<file path="src/rtl/speed_pkg.sv">
// Shared constants and types for the game-speed tick generator.
// Optional auto speed-up ramp is enabled by defining SPEED_AUTO_RAMP_EN.
package speed_pkg;

  localparam int SPD_CLK_HZ     = 50000000;
  localparam int SPD_BASE_DIV   = 25000000;
  localparam int SPD_NUM_LEVELS = 4;

  typedef logic [1:0] speed_lvl_t;

  // Width of a level index; never narrower than one bit.
  function automatic int lvl_width(input int n);
    return (n > 1) ? $clog2(n) : 1;
  endfunction

endpackage

</file>
<file path="src/rtl/speed_level_ctrl.sv">
// Current speed level register with load/step commands, saturation and clamping.
// With SPEED_AUTO_RAMP_EN defined, a per-level tick counter issues automatic speed-ups.
module speed_level_ctrl
  import speed_pkg::*;
#(
  parameter int NUM_LEVELS = SPD_NUM_LEVELS,
`ifdef SPEED_AUTO_RAMP_EN
  parameter int RAMP_TICKS = 8,
`endif
  localparam int LVL_W = lvl_width(NUM_LEVELS)
) (
  input  logic             Clock,
  input  logic             Resetn,
  input  logic             level_load,
  input  logic [LVL_W-1:0] level_in,
  input  logic             speed_up,
  input  logic             slow_down,
`ifdef SPEED_AUTO_RAMP_EN
  input  logic             auto_ramp,
  input  logic             tick_evt,
`endif
  output logic [LVL_W-1:0] cur_level,
  output logic [LVL_W-1:0] level_nxt,
  output logic             level_changed
);

  localparam logic [LVL_W-1:0] MAX_LVL = LVL_W'(NUM_LEVELS - 1);

  function automatic logic [LVL_W-1:0] sat_inc(input logic [LVL_W-1:0] l);
    return (l == MAX_LVL) ? l : l + LVL_W'(1);
  endfunction

  function automatic logic [LVL_W-1:0] sat_dec(input logic [LVL_W-1:0] l);
    return (l == '0) ? l : l - LVL_W'(1);
  endfunction

  // Out-of-range loads land on the fastest legal level.
  function automatic logic [LVL_W-1:0] clamp_level(input logic [LVL_W-1:0] l);
    return ({1'b0, l} > {1'b0, MAX_LVL}) ? MAX_LVL : l;
  endfunction

`ifdef SPEED_AUTO_RAMP_EN
  localparam int RAMP_W = $clog2(RAMP_TICKS + 1);

  logic [RAMP_W-1:0] ramp_cnt;
  logic              ramp_req;

  // Request stays pending until a level change consumes it or the level saturates.
  assign ramp_req = auto_ramp && (ramp_cnt == RAMP_W'(RAMP_TICKS));

  always_ff @(posedge Clock or negedge Resetn) begin
    if (!Resetn) begin
      ramp_cnt <= '0;
    end else if (level_changed) begin
      ramp_cnt <= '0;
    end else if (auto_ramp && tick_evt && (ramp_cnt != RAMP_W'(RAMP_TICKS))) begin
      ramp_cnt <= ramp_cnt + RAMP_W'(1);
    end
  end
`endif

  // Load beats stepping; opposing steps cancel; the ramp only acts when the bus is idle.
  always_comb begin
    level_nxt = cur_level;
    if (level_load) begin
      level_nxt = clamp_level(level_in);
    end else if (speed_up && !slow_down) begin
      level_nxt = sat_inc(cur_level);
    end else if (slow_down && !speed_up) begin
      level_nxt = sat_dec(cur_level);
    end
`ifdef SPEED_AUTO_RAMP_EN
    else if (!speed_up && !slow_down && ramp_req) begin
      level_nxt = sat_inc(cur_level);
    end
`endif
  end

  assign level_changed = (level_nxt != cur_level);

  always_ff @(posedge Clock or negedge Resetn) begin
    if (!Resetn) begin
      cur_level <= '0;
    end else begin
      cur_level <= level_nxt;
    end
  end

endmodule

</file>
<file path="src/rtl/speed_tick_gen.sv">
// Game-speed tick generator: one tick every BASE_DIV >> level cycles, with pause and tick count.
// Define SPEED_AUTO_RAMP_EN to add the AutoRamp port and automatic per-level speed-up.
module speed_tick_gen
  import speed_pkg::*;
#(
  parameter int BASE_DIV   = SPD_BASE_DIV,
  parameter int NUM_LEVELS = SPD_NUM_LEVELS,
  parameter int CNT_W      = 26,
`ifdef SPEED_AUTO_RAMP_EN
  parameter int RAMP_TICKS = 8,
`endif
  localparam int LVL_W = lvl_width(NUM_LEVELS)
) (
  input  logic             Clock,
  input  logic             Resetn,
  input  logic             Enable,
  input  logic             LevelLoad,
  input  logic [LVL_W-1:0] Level,
  input  logic             SpeedUp,
  input  logic             SlowDown,
`ifdef SPEED_AUTO_RAMP_EN
  input  logic             AutoRamp,
`endif
  output logic             Tick,
  output logic [LVL_W-1:0] CurLevel,
  output logic [15:0]      TickCount
);

  function automatic logic [CNT_W-1:0] period_last(input logic [LVL_W-1:0] lvl);
    int p;
    p = BASE_DIV >> lvl;
    return CNT_W'(p - 1);
  endfunction

  logic [LVL_W-1:0] level_nxt;
  logic             level_changed;
  logic [CNT_W-1:0] count;
  logic [CNT_W-1:0] term_cnt;
  logic             period_wrap;

  speed_level_ctrl #(
    .NUM_LEVELS (NUM_LEVELS)
`ifdef SPEED_AUTO_RAMP_EN
    , .RAMP_TICKS (RAMP_TICKS)
`endif
  ) u_level_ctrl (
    .Clock         (Clock),
    .Resetn        (Resetn),
    .level_load    (LevelLoad),
    .level_in      (Level),
    .speed_up      (SpeedUp),
    .slow_down     (SlowDown),
`ifdef SPEED_AUTO_RAMP_EN
    .auto_ramp     (AutoRamp),
    .tick_evt      (period_wrap),
`endif
    .cur_level     (CurLevel),
    .level_nxt     (level_nxt),
    .level_changed (level_changed)
  );

  // A level change always restarts the period, so no partial-period tick escapes.
  assign period_wrap = Enable && !level_changed && (count == term_cnt);

  // Terminal count is registered from the next level, keeping the shifter out of the compare path.
  always_ff @(posedge Clock or negedge Resetn) begin
    if (!Resetn) begin
      count     <= '0;
      term_cnt  <= period_last('0);
      Tick      <= 1'b0;
      TickCount <= '0;
    end else begin
      term_cnt <= period_last(level_nxt);
      Tick     <= period_wrap;
      if (level_changed || period_wrap) begin
        count <= '0;
      end else if (Enable) begin
        count <= count + CNT_W'(1);
      end
      if (period_wrap) begin
        TickCount <= TickCount + 16'd1;
      end
    end
  end

endmodule
</file>
<file path="config.mk">
export PLATFORM = sky130hd
export DESIGN_NAME = speed_tick_gen
export DESIGN_NICKNAME = d
export VERILOG_FILES = /design/src/rtl/speed_pkg.sv /design/src/rtl/speed_level_ctrl.sv /design/src/rtl/speed_tick_gen.sv
export SDC_FILE = /design/constraint.sdc
export NUM_CORES = 1
export LEC_CHECK = 0
export BUFFER_PORTS_ARGS = -buffer_cell sky130_fd_sc_hd__buf_2
export CORE_MARGIN = 2
export CORE_UTILIZATION = 64
export DETAILED_ROUTE_END_ITERATION = 10
export PLACE_DENSITY = 0.88
export SLEW_MARGIN = 30
export SYNTH_ARGS = -nofsm -noshare
export SYNTH_HDL_FRONTEND = slang
export SYNTH_SLANG_ARGS = --single-unit
</file>
<file path="constraint.sdc">
create_clock -name Clock -period 5.75 [get_ports Clock]
set_input_delay 1.4375 -clock Clock [delete_from_list [all_inputs] [get_ports Clock]]
set_output_delay 1.4375 -clock Clock [all_outputs]
set_load 0.01 [all_outputs]
</file>
# After elaboration in Yosys (flattened, before gate mapping)
# Cells that the tools add are included.
# Widths: inputs -> output; s select.
[word_totals]
reg_bits = 71
input_bits = 8
output_inout_bits = 19
wordCells = 31
[classes]
n_addsub = 5
eq_ne = 3
n_shift = 1
n_mux = 7
n_reduce_logical = 10
[ops]
columns = ["op", "n"]
rows = [
  ["$mux 26", 2],
  ["$add 26x1->26 const B", 1],
  ["$eq 26x26->1", 1],
  ["$shr 25x2->26 const A", 1],
  ["$sub 26x2->26 const B", 1],
  ["$add 16x1->16 const B", 1],
  ["$mux 2", 5],
  ["$logic_and 1x1->1", 4],
  ["$logic_not 1->1", 3],
  ["$add 2x1->2 const B", 1],
  ["$eq 2x2->1 const B", 1],
  ["$logic_not 2->1", 1],
  ["$ne 2x2->1", 1],
  ["$reduce_bool 2->1", 1],
  ["$sub 2x1->2 const B", 1],
  ["$logic_or 1x1->1", 1],
]

# Longest topological paths before layout
[logic_depth]
depth_word = 11
ltp_mapped = 8
mapped_depth_nobuf = 6

# By module
# Synthesis repeated with hierarchy kept, for this count alone.
[unflattened]
hier_cells = 292
hier_area_um2 = 3041.7
[by_module_without_submodules]
columns = ["mod", "n_inst", "cells_each", "area_per_inst_um2", "seq_area_each_um2"]
rows = [
  ["speed_tick_gen", 1, 270, 2849.0, 1461.4],
  ["speed_level_ctrl", 1, 22, 192.7, 50.0],
]

# Least setup slack after synthesis
# Ideal clock, no wire load.
[synth_path]
path_kind = "input-to-reg"
start = "in LevelLoad"
end = "reg TickCount[1]"
setup_ns = 0.125
t_arrival_ns = 3.204
required_ns = 5.625
setup_slack_ns = 2.421
cell_stages = 7
path_buffers = 2
cell_sequence = "buf_2 or4b_1 a32oi_2 nor4bb_1 buf_2 o211ai_1 mux2_2"
[synth_between]
elab_chain_len = 5
[synth_lines]
columns = ["item", "line_no", "rtl"]
rows = [
  ["from (decl)", "speed_tick_gen.sv:17", "input logic LevelLoad,"],
  ["$mux 2", "speed_level_ctrl.sv:65", "if (level_load) begin"],
  ["$ne 2x2->1", "speed_level_ctrl.sv:79", "assign level_changed = (level_nxt != cur_level);"],
  ["$logic_not 1->1", "speed_tick_gen.sv:63", "assign period_wrap = Enable && !level_changed && (count == term_cnt);"],
  ["$logic_and 1x1->1 (2 in series)", "speed_tick_gen.sv:63", ""],
  ["to (signal assigned)", "speed_tick_gen.sv:81", "TickCount <= TickCount + 16'd1;"],
  ["to (decl)", "speed_tick_gen.sv:26", "output logic [15:0] TickCount"],
]
# No other way between the ends.
# A chain may end at the register's enable or synchronous reset.

# Worst setup path after layout
[layout_path]
start = "in Enable"
end = "reg count[8]"
[layout_between]
elab_chain_len = 4
elab_cells_between_ends = 5
cone_classes = "mux: 1; reduce/logical: 4"
[layout_lines]
columns = ["item", "line_no", "rtl"]
rows = [
  ["from (decl)", "speed_tick_gen.sv:16", "input logic Enable,"],
  ["$logic_and 1x1->1 (2 in series)", "speed_tick_gen.sv:63", ""],
  ["$logic_or 1x1->1", "speed_tick_gen.sv:75", "if (level_changed || period_wrap) begin"],
  ["$mux 26 or $reduce_bool 2->1 (tied branches)", "--", ""],
  ["to (signal assigned)", "speed_tick_gen.sv:78", "count <= count + CNT_W'(1);"],
  ["to (decl)", "speed_tick_gen.sv:37", "logic [CNT_W-1:0] count;"],
]
# Several ways; a longest one is shown, not always the timed one.

==> summary.txt <==
Outcome: complete, no violations
Vias/cell: 5.92
Slew @ Worst Pin: 0.884 ns
Final Hold Viols: 0
Fin area: 3560 sq um
DRC errors left: 0
Fin Setup TNS: 0 ns
PostCTS Resize Cnt: 0
CP required: 5.93 ns
Vias in the first global route: 2270
Clock-pin slew on the worst setup and hold paths: 0.07 ns
Netlist cell types: 46
Most frequent cells in the layout: dfrtp_1 (51), nor3_1 (37), xnor2_1 (33)
# rows: 25
First-pass GRT wire length: 10.7 mm
Int Pwr: 0.800 mW
Flop pwr share: 44.0%
Area delta synth->final: 14.0%
Clock share of power: 48.5%
Commonest non-fill, non-tap cell in the layout: dfrtp_1
Critical path startpoint category: input pin
Leak Pwr: 1.51 nW
CP Class: in2reg
Gate Count Post-Synth: 302
Crit. End Element: flip-flop
Combinational power share: 7.4%
Initial core utilization: 66.0%
Initial DRC count: 249
Placed Cells: 384
Unrepaired setup endpoints after global routing: false
Num CTS Buffers: 9
GPL Wtd Cong: 0.920
Setup WS post-layout: 2.23 ns
Pin count of the biggest net entering global routing: 61
Predominant post-synthesis flop cell: dfrtp_1
H-tree depth: 3
Layout Cells excl Fill: 400
Synthesis Warnings: 0
Psw: 0.224 mW
Dpl hpwl: 4.41 mm
Final ANT Viol Nets: 0
DP Worst Slack: 1.85 ns
Sequential share of the synthesized area: 48.5%
P per Cell Area: 288 nW/um^2
Routed wire per std cell: 16.3 um
Maximum capacitance violations: 0
Routed via count: 2369
Slowest cell on the critical path: and2_1
Initial antenna violation count: 0
Root buf cell: clkbuf_8
Tcrit/Tclk final: 61.2%
Sw frac: 21.8%
Mean post-synth cell area: 10.3 sq um
Critical path fanouts, max: 26
Setup-failing EPs final: 0
Post-synthesis async set-or-reset flop share: 100%
Syn Std Cell Area: 3120 sq um
Worst slew margin: 41.1%
Die ar.: 5450 sq um
Peak Freq: 0.284 GHz
Io pins: 27
Fin. max-slew vios: 0
Die Width: 73.8 um
CP cell instances: buf_2, and3_1, o211ai_1, nor4_1, and2_1, nor3_1
Fin Clk Skew: 0.00927 ns
CTS Sinks: 60
Core Area: 4720 sq um
Worst-skew pair later-pin latency: 0.34 ns
FF+latch count, synth: 60
Hold-fix buffers, CTS: 0
Hold Crit Class: reg2reg
Antenna Cells: 0
DRT Pass-1 Iters: 4
Port buffer count: 26
Gr ovfl total: 0
Number of flops mapped to enable cells by yosys: 0
Chip height: 73.8 um
Share of cells above drive strength 1: 19.5%
CTS max path bufs: 2
Fill cell count: 305
Postcts setup bufs: 0
Fin crit period: 3.52 ns
GR Util All Layers: 26.6%
Placed Area: 3280 sq um
Fin nets: 338
Final WL: 6.52 mm
CTS tree: yes
VDD IR-drop max: 0.166 mV
Critical path's largest stage delay: 0.81 ns
Arr. time, crit path: 3.70 ns
[synth_stat cells (2+ instances only)]
| master | instances | share of area [%] |
|---|---|---|
| nor3_1 | 37 | 5.9 |
| o211ai_1 | 3 | 0.72 |
| o2111ai_1 | 14 | 3.9 |
| and3_1 | 11 | 2.2 |
| nand4_1 | 15 | 3.0 |
| xor2_1 | 19 | 5.3 |
| conb_1 | 2 | 0.24 |
| nor4_1 | 3 | 0.60 |
| and2_1 | 6 | 1.2 |
| clkbuf_1 | 6 | 0.72 |
| o22ai_1 | 3 | 0.60 |
| ha_1 | 2 | 0.80 |
| xnor2_1 | 33 | 9.3 |
| a21oi_1 | 2 | 0.32 |
| nand2_1 | 15 | 1.8 |
| nor2_1 | 10 | 1.2 |
| buf_4 | 4 | 0.96 |
| and4_1 | 3 | 0.84 |
| buf_6 | 2 | 0.72 |
| nand2b_1 | 3 | 0.60 |
| dfstp_2 | 9 | 7.6 |
| dfrtp_1 | 51 | 41 |
| buf_2 | 5 | 0.80 |
| nand3_1 | 11 | 1.8 |
| or2_2 | 2 | 0.40 |
| inv_1 | 11 | 1.3 |
[power groups by stage]
stage	registers (mW)	clock network (mW)	logic (mW)
2_1_floorplan	0.454	0	0.0588
3_3_place_gp	0.457	0	0.0714
3_5_place_dp	0.458	0	0.0749
4_1_cts	0.451	0.500	0.0752
5_1_grt	0.452	0.517	0.0841
6_report	0.451	0.497	0.0761
[metal layers]
layer,wire (um),GRT usage [%],vias up
met4,152,13.3,0
met3,290,3.70,12
met2,3200,42.9,75
met1,2880,35.0,1149
li1,-,-,1133
met5,0,0,-
[worst max-delay path: cells and delay by family]
family,cells,cell delay (ns)
buffers and inverters,1,0.14
AND/OR/NAND/NOR,4,1.97
AO/OA/AOI/OAI,1,0.13
[through the flow]
stage	hold slack [ns]	power (mW)	util, %
after floorplan	0.508	0.513	-
after global placement	0.460	0.528	69.5
after detailed placement	0.463	0.533	69.5
after CTS	0.477	1.03	75.2
after global routing	0.516	1.05	75.3
final	0.475	1.02	75.3
[area by class of cell]
class / instances / area [sq um] / share of cell area (%)
tap: 67 / 83.8 / 2.36
multi-input combinational: 215 / 1490 / 41.8
inverter: 12 / 45.0 / 1.27
clock buffer: 13 / 179 / 5.03
sequential: 60 / 1510 / 42.5
clock inverter: 3 / 90.1 / 2.53
timing repair buffer: 30 / 160 / 4.50
[final timing paths]
check                              startpoint       endpoint  slack (ns)  cells past startpoint
min in group asynchronous              Resetn  TickCount[11]        1.25                      2
worst max register to register       count[0]       count[8]        2.89                      6
max in group asynchronous              Resetn   term_cnt[15]        4.03                      2
worst max-delay path                   Enable       count[8]        2.23                      6
worst min register to register  TickCount[15]  TickCount[15]        0.47                      1
worst min-delay path            TickCount[15]  TickCount[15]        0.47                      1
[cell families after synthesis]
group,Yosys count,share of synthesized area [%]
fa+ha+maj,2,0.802
other cells,2,0.241
simple gates,127,22.6
compound gates,28,7.90
buf+inv,29,4.65
flops,60,48.5
xor+xnor,52,14.6
mux,2,0.682
[flip-flops by register name, indices dropped and copies added (netlist names)]
| name | flops |
|---|---|
| count | 26 |
| TickCount | 16 |
| term_cnt | 16 |
| Tick | 1 |
| u_level_ctrl.cur_level | 1 |
(Power assumes the default switching activity.)
